## src/rtl/corr_sweep_peak.sv

```systemverilog
// ---------------------------------------------------------------------------
// corr_sweep_peak
//
// Moves the correlation scorer's window across every candidate position of
// the frame on a raster grid with pitch STEP, and keeps the highest score
// seen together with the window start where it occurred. A one-cycle oDone
// pulse reports the end of a sweep.
//
// Ports
//   iCLK        system clock
//   iRST        synchronous, active-high reset
//   iStart      single-cycle pulse; starts a sweep, accepted only in IDLE
//   iFinished   scorer finished pulse, one cycle wide
//   iScore      scorer result; valid from the cycle after iFinished
//   oXstart     window X start, driven to the scorer
//   oYstart     window Y start, driven to the scorer
//   oBusy       high from the accepted iStart until oDone
//   oDone       one-cycle pulse when the sweep completes
//   oBestX      X start of the best window
//   oBestY      Y start of the best window
//   oBestScore  best score found
//   oState      debug view of the sweep state machine (IDLE encodes as 0)
//
// Handshake: there is no valid/ready pair. iStart is a request that is taken
// only when the FSM is in IDLE and dropped otherwise; iFinished is a strobe
// that the FSM consumes only in SYNC and RUN and ignores in every other
// state. iScore is sampled exactly once, in the CAPTURE cycle that follows
// a consumed iFinished in RUN.
// ---------------------------------------------------------------------------
module corr_sweep_peak #(
  parameter int FRAME_H = 640,
  parameter int FRAME_V = 480,
  parameter int TPL_H   = 64,
  parameter int TPL_V   = 64,
  parameter int STEP    = 4
) (
  input  logic        iCLK,
  input  logic        iRST,
  input  logic        iStart,
  input  logic        iFinished,
  input  logic [31:0] iScore,
  output logic [12:0] oXstart,
  output logic [12:0] oYstart,
  output logic        oBusy,
  output logic        oDone,
  output logic [12:0] oBestX,
  output logic [12:0] oBestY,
  output logic [31:0] oBestScore,
  output logic [2:0]  oState
);

  localparam int X_MAX = FRAME_H - TPL_H;
  localparam int Y_MAX = FRAME_V - TPL_V;

  localparam logic [13:0] X_MAX_W = 14'(X_MAX);
  localparam logic [13:0] Y_MAX_W = 14'(Y_MAX);
  localparam logic [13:0] STEP_W  = 14'(STEP);

  typedef enum logic [2:0] {
    IDLE    = 3'd0,
    SYNC    = 3'd1,
    RUN     = 3'd2,
    CAPTURE = 3'd3,
    DONE    = 3'd4
  } state_t;

  state_t      state_q, state_d;
  logic [12:0] x_q, x_d;
  logic [12:0] y_q, y_d;
  logic [12:0] pend_x_q, pend_x_d;
  logic [12:0] pend_y_q, pend_y_d;
  logic        pend_last_q, pend_last_d;
  logic        found_q, found_d;
  logic [12:0] best_x_q, best_x_d;
  logic [12:0] best_y_q, best_y_d;
  logic [31:0] best_score_q, best_score_d;

  // Next raster position. Sums are one bit wider than the coordinates so a
  // step past the edge can never wrap back into range.
  logic [13:0] nx;
  logic [13:0] ny;
  logic        x_wrap;
  logic        at_last;

  always_comb begin
    nx      = {1'b0, x_q} + STEP_W;
    ny      = {1'b0, y_q} + STEP_W;
    x_wrap  = (nx > X_MAX_W);
    at_last = x_wrap && (ny > Y_MAX_W);
  end

  always_comb begin
    state_d      = state_q;
    x_d          = x_q;
    y_d          = y_q;
    pend_x_d     = pend_x_q;
    pend_y_d     = pend_y_q;
    pend_last_d  = pend_last_q;
    found_d      = found_q;
    best_x_d     = best_x_q;
    best_y_d     = best_y_q;
    best_score_d = best_score_q;

    unique case (state_q)
      IDLE: begin
        x_d = '0;
        y_d = '0;
        if (iStart) begin
          found_d      = 1'b0;
          best_x_d     = '0;
          best_y_d     = '0;
          best_score_d = '0;
          state_d      = SYNC;
        end
      end

      // The scorer free-runs; the window in flight when the sweep starts
      // was not set up by us, so its result is thrown away. The scorer
      // restarts on this edge and picks up (0,0).
      SYNC: begin
        if (iFinished) begin
          state_d = RUN;
        end
      end

      // The scorer samples the start inputs from the cycle after its
      // finished pulse, so the coordinates must move on this same edge.
      RUN: begin
        if (iFinished) begin
          pend_x_d    = x_q;
          pend_y_d    = y_q;
          pend_last_d = at_last;
          if (!at_last) begin
            if (x_wrap) begin
              x_d = '0;
              y_d = ny[12:0];
            end else begin
              x_d = nx[12:0];
            end
          end
          state_d = CAPTURE;
        end
      end

      // Strict greater-than keeps the earliest raster position on ties;
      // the first capture of a sweep loads unconditionally.
      CAPTURE: begin
        if (!found_q || (iScore > best_score_q)) begin
          best_score_d = iScore;
          best_x_d     = pend_x_q;
          best_y_d     = pend_y_q;
          found_d      = 1'b1;
        end
        state_d = pend_last_q ? DONE : RUN;
      end

      DONE: begin
        x_d     = '0;
        y_d     = '0;
        state_d = IDLE;
      end

      default: begin
        state_d = IDLE;
      end
    endcase
  end

  always_ff @(posedge iCLK) begin
    if (iRST) begin
      state_q      <= IDLE;
      x_q          <= '0;
      y_q          <= '0;
      pend_x_q     <= '0;
      pend_y_q     <= '0;
      pend_last_q  <= 1'b0;
      found_q      <= 1'b0;
      best_x_q     <= '0;
      best_y_q     <= '0;
      best_score_q <= '0;
    end else begin
      state_q      <= state_d;
      x_q          <= x_d;
      y_q          <= y_d;
      pend_x_q     <= pend_x_d;
      pend_y_q     <= pend_y_d;
      pend_last_q  <= pend_last_d;
      found_q      <= found_d;
      best_x_q     <= best_x_d;
      best_y_q     <= best_y_d;
      best_score_q <= best_score_d;
    end
  end

  assign oXstart    = x_q;
  assign oYstart    = y_q;
  assign oBusy      = (state_q != IDLE);
  assign oDone      = (state_q == DONE);
  assign oBestX     = best_x_q;
  assign oBestY     = best_y_q;
  assign oBestScore = best_score_q;
  assign oState     = state_q;

endmodule

```

## config.mk

```make
export PLATFORM = sky130hd
export DESIGN_NAME = corr_sweep_peak
export DESIGN_NICKNAME = d
export VERILOG_FILES = /design/src/rtl/corr_sweep_peak.sv
export SDC_FILE = /design/constraint.sdc
export NUM_CORES = 1
export LEC_CHECK = 0
export BUFFER_PORTS_ARGS = -buffer_cell sky130_fd_sc_hd__buf_2
export CAP_MARGIN = 20
export CORE_MARGIN = 10
export CORE_UTILIZATION = 50
export DETAILED_ROUTE_END_ITERATION = 10
export GPL_ROUTABILITY_DRIVEN = 0
export HOLD_SLACK_MARGIN = 0.06
export PLACE_DENSITY_LB_ADDON = 0.12
export SETUP_SLACK_MARGIN = 0.1
export SLEW_MARGIN = 20
export SYNTH_ARGS = -nofsm -noshare
export SYNTH_HDL_FRONTEND = slang
export SYNTH_SLANG_ARGS = --single-unit
```

## constraint.sdc

```tcl
create_clock -name iCLK -period 3.6 [get_ports iCLK]
set_clock_uncertainty 0.1 [all_clocks]
set_input_delay 0 -clock iCLK [delete_from_list [all_inputs] [get_ports iCLK]]
set_output_delay 0 -clock iCLK [all_outputs]
set_load 0.01 [all_outputs]
```

======== Word-level counts from Yosys, hierarchy flattened ========
Index checks and enable logic that the tools add are counted.
word-level totals
  register bits ........................... 115
  input bits .............................. 36
  output and inout port bits .............. 89
cells by class
  $add $sub $neg .......................... 2
  magnitude comparators ................... 3
  equality and inequality tests ........... 10
  multiplexer cells ....................... 24
  reduce and logical (&&, ||, !) cells .... 13
operators with widths
  cell                                                             count
  two-way mux 13 bit                                               9
  case mux 13 bit (2 select lines)                                 4
  two-way mux 32 bit                                               2
  case mux 32 bit (2 select lines)                                 1
  greater-than comparator 32 bit                                   1
  adder 13 x 3 -> 14 bit, second input constant                    2
  greater-than comparator 14 x 10 -> 1 bit, second input constant  1
  greater-than comparator 14 x 9 -> 1 bit, second input constant   1
  two-way mux 3 bit                                                4
  != test 2 bit, second input constant                             6
  case mux 3 bit (4 select lines)                                  1
  AND reduction 3 bit                                              3
  == test 3 x 2 -> 1 bit, second input constant                    2
  AND reduction 4 bit                                              1
  nonzero test 2 bit                                               2
  == test 3 x 1 -> 1 bit, second input constant                    1
  == test 3 bit, second input constant                             1
  logical NOT 3 bit                                                1
  nonzero test 3 bit                                               1
  two-way mux 1 bit                                                2
  case mux 1 bit (2 select lines)                                  1
  AND reduction 2 bit                                              1
  OR reduction 2 bit                                               1
  logical AND 1 bit                                                1
  other kinds (2)                                                  2

======== Logic depth before layout (Yosys ltp) ========
  word-level depth ........................ 6
  gate-level depth with buffers ........... 11
  depth with buffers taken out ............ 9

======== Least setup slack after synthesis ========
OpenSTA, ideal clock, no wires.
  path type ............................... register to register
  start ................................... reg best_score_q[23] (netlist: oBestScore[23])
  end ..................................... reg best_x_q[12] (netlist: oBestX[12])
  arrival time ............................ 2.387 ns
  data required time ...................... 3.421 ns
  slack ................................... 1.034 ns
  cell stages (with the launch flop) ...... 12
  period minus slack after synthesis ...... 2.566 ns
  path through ............................ dfxtp_1 > inv_1 > ha_1 > and3_1 > a221oi_1 > o2bb2ai_1 > a211oi_1 > a311o_1 > clkbuf_1 > buf_2 > nand4_1 > o211ai_1
between the ends
  longest elaborated chain between the ends .. 4
RTL lines
  item                            RTL line  RTL
  start, declared                 76        logic [31:0] best_score_q, best_score_d;
  start signal, assigned          191       best_score_q <= best_score_d;
  greater-than comparator 32 bit  148       if (!found_q || (iScore > best_score_q)) begin
  logical OR 1 bit                148
  != test 2 bit (no line)         -
  AND reduction 3 bit (no line)   -
  end signal, assigned            189       best_x_q <= best_x_d;
  end, declared                   74        logic [12:0] best_x_q, best_x_d;
Every way passes these cells.
A chain may end at the register's enable or synchronous reset.

======== Worst setup path after layout ========
  start ................................... reg best_score_q[23] (netlist: oBestScore[23])
  end ..................................... reg best_score_q[29] (netlist: oBestScore[29])
between the ends
  longest elaborated chain between the ends .. 4
RTL lines
  item                            RTL line
  greater-than comparator 32 bit  148
  logical OR 1 bit                148
  != test 2 bit (no line)         -
  AND reduction 3 bit (no line)   -
Every way passes these cells.

==> results.sh <==
export IMPL_synth_flop_cell="dfxtp_1"
export IMPL_cp_arrival_ps=3260
export IMPL_die_area_um2=16200
export IMPL_p_leak_nw=2.76
export IMPL_r2r_end="oBestScore[29]$_SDFFE_PP0P_"
export IMPL_start_util=0.508
export IMPL_area_growth_pct=21.3
export IMPL_ant_nets=0
export IMPL_worst_pin_slew_ps=876
export IMPL_p_sw_mw=0.641
export IMPL_p_int_mw=1.72
export IMPL_comb_power_share=0.120
export IMPL_die_height_um=127
export IMPL_critPathCaptureType="flop"
export IMPL_async_flop_share=0
export IMPL_drc=0
export IMPL_rows=39
export IMPL_fmax_mhz=322
export IMPL_layout_min_cycle_time_ps=3100
export IMPL_synth_avg_cell_area_um2=7.93
export IMPL_hp_start="pend_y_q[11]$_SDFFE_PP0P_"
export IMPL_cts_root_buf="clkbuf_16"
export IMPL_place_ws_ps=526
export IMPL_seq_power_share=0.491
export IMPL_dp_hpwl_um=11100
export IMPL_setup_viol=0
export IMPL_route_detailed_wl_per_inst_um=16.5
export IMPL_cts_resized=0
export IMPL_fin_ws_ps=497
export IMPL_synth_cells=728
export IMPL_grt_max_degree=87
export IMPL_vias_per_cell=5.81
export IMPL_clkTransAtPathRegs_ps=70
export IMPL_synth_edff_count=0
export IMPL_r2r_cells=10
export IMPL_cts_tree="done"
export IMPL_yosysSeqAreaShare=0.357
export IMPL_grt_use_total=0.194
export IMPL_ir_drop_uv=497
export IMPL_hold_path_class="reg -> reg"
export IMPL_ios=125
export IMPL_p_clk_frac=0.389
export IMPL_grt_pass1_wl_um=26900
export IMPL_core_area_um2=11400
export IMPL_drt_first_iter_violations=464
export IMPL_min_to="pend_y_q[11]$_SDFFE_PP0P_"
export IMPL_port_buffer_count=116
export IMPL_drive_gt1_frac=0.192
export IMPL_vias=5753
export IMPL_worst_path_max_delay_cell="a311o_2"
export IMPL_most_common_layout_cells="buf_2, dfxtp_1, nand2_1, o211ai_1, inv_1"
export IMPL_ys_types=57
export IMPL_crit_chain="inv_1 -> ha_1 -> and3_1 -> a221oi_1 -> o2bb2ai_1 -> a211oi_1 -> a311o_2 -> buf_12 -> nand4_1 -> o211ai_1"
export IMPL_clk_latency_ps=350
export IMPL_power_density_nw_per_um2=338
export IMPL_netlist_area_um2=5770
export IMPL_antenna_cells=0
export IMPL_yosys_warnings=0
export IMPL_crit_type="reg -> reg"
export IMPL_outcome="finished clean"
export IMPL_fillCellCount=1037
export IMPL_slew_headroom=0.416
export IMPL_maxCapViolations=0
export IMPL_wirelength_um=16400
export IMPL_first_global_vias=5471
export IMPL_cts_max_path_buffers=2
export IMPL_timing_rr_start="oBestScore[23]$_SDFFE_PP0P_"
export IMPL_hold_viol=0
export IMPL_cp_max_fo=32
export IMPL_htreeDepth=3
export IMPL_fin_cells=991
export IMPL_slowest_delay_ps=560
export IMPL_cp_required_ps=3760
export IMPL_holdWs_ps=358
export IMPL_reg2reg_slack_ps=500
export IMPL_timing_setup_tns_ps=0
export IMPL_nets=913
export IMPL_p_sw_frac=0.271
export IMPL_rsz0062_at_grt="no"
export IMPL_cts_num_sinks=103
export IMPL_final_common_cell="buf_2"
export IMPL_placed_cells=939
export IMPL_cts_buffers_inserted=9
export IMPL_gr_total_overflow=0
export IMPL_ys_ff_latch=103
export IMPL_slew_viol_final=0
export IMPL_antenna_found_initial=0
export IMPL_worstSetupStartpointType="flop"
export IMPL_die_w_um=127
export IMPL_drtPass1Iterations=4
export IMPL_finalCritPeriodShare=0.862
export IMPL_holdPathStages=2
==> registers in the layout (all words and copies together) (netlist names) <==
| name | flops |
|---|---|
| oState | 3 |
| oBestX | 11 |
| pend_y_q | 11 |
| oBestScore | 32 |
| oXstart | 11 |
| found_q | 1 |
| oYstart | 11 |
| pend_x_q | 11 |
| oBestY | 11 |
| pend_last_q | 1 |
==> worst max-delay path by stage <==
stage / slack, ps / from / cells past startpoint / to
floorplan: 1030 / oBestScore[23]$_SDFFE_PP0P_ / 11 / oBestX[12]$_SDFFE_PP0P_
global placement: 610 / oBestScore[23]$_SDFFE_PP0P_ / 10 / oBestScore[11]$_SDFFE_PP0P_
CTS: 480 / oBestScore[23]$_SDFFE_PP0P_ / 10 / oBestScore[29]$_SDFFE_PP0P_
finish: 500 / oBestScore[23]$_SDFFE_PP0P_ / 10 / oBestScore[29]$_SDFFE_PP0P_
detailed placement: 530 / oBestScore[23]$_SDFFE_PP0P_ / 10 / oBestScore[11]$_SDFFE_PP0P_
global route: 320 / oBestScore[23]$_SDFFE_PP0P_ / 10 / oBestScore[1]$_SDFFE_PP0P_
==> synthesized netlist by cell type, types with 8 or more instances <==
cell	count	share of area
nand2_1	95	0.062
nand4_1	61	0.066
inv_1	74	0.048
nor3_1	10	0.0087
clkbuf_1	43	0.028
nor2_1	14	0.0091
a21oi_1	43	0.037
dfxtp_1	103	0.36
nand3_1	41	0.036
a21o_1	8	0.010
ha_1	34	0.074
buf_4	9	0.012
o21ai_0	9	0.0078
o211ai_1	80	0.10
buf_2	10	0.0087
and3_1	9	0.0098
==> worst max-delay path, delay by kind of cell, from the launching register on <==
kind	cells	cell delay (ps)
adder cells (fa/ha/maj)	1	280
AO/OA/AOI/OAI	5	1590
buffers and inverters	2	320
AND/OR/NAND/NOR	2	320
flip-flops	1	380
==> cells by family after synthesis <==
group                      share of synthesized area
AOI/OAI and AO/OA                              0.221
other                                       0.000649
adders and majority gates                     0.0737
and+or+nand+nor                                0.244
xor gates and xnor gates                     0.00152
DFF                                            0.357
muxes                                        0.00195
buffers and inverters                          0.100
==> timing repair <==
item / CTS / global route
hold endpoints to repair: 40 / 0
setup buffers: 0 / 0
hold buffers: 36 / 0
==> routing by layer <==
| layer | GRT usage | up-vias | share of wire |
|---|---|---|---|
| li1 | - | 2872 | - |
| met1 | 0.241 | 2680 | 0.43 |
| met2 | 0.314 | 179 | 0.48 |
| met3 | 0.0620 | 22 | 0.074 |
| met4 | 0.0543 | 0 | 0.016 |
| met5 | 0 | - | 0 |
==> power groups by stage <==
stage	Clock, mW	Sequential [mW]	Combinational, mW
finish	0.921	1.16	0.284
global route	0.983	1.16	0.316
CTS	0.946	1.16	0.282
detailed placement	0	1.19	0.249
global placement	0	1.19	0.246
floorplan	0	1.18	0.171
==> final cells by class <==
cell class | instances | area [um2] | area share
multi-input cells | 494 | 3190 | 0.455
flip-flops and latches | 103 | 2060 | 0.295
repair buffers | 161 | 1020 | 0.146
inverters | 74 | 278 | 0.0397
clock buffers | 10 | 229 | 0.0327
well taps | 143 | 179 | 0.0255
clock inverters | 6 | 47.5 | 0.00679
==> per-stage QoR <==
| stage | total power [mW] | utilization | instance area [um2] |
|---|---|---|---|
| 2_1_floorplan | 1.36 | - | 5800 |
| 3_3_place_gp | 1.43 | 0.560 | 6370 |
| 3_5_place_dp | 1.44 | 0.560 | 6370 |
| 4_1_cts | 2.39 | 0.616 | 7000 |
| 5_1_grt | 2.46 | 0.616 | 7000 |
| 6_report | 2.37 | 0.616 | 7000 |
Power figures use the tool's default switching activity.
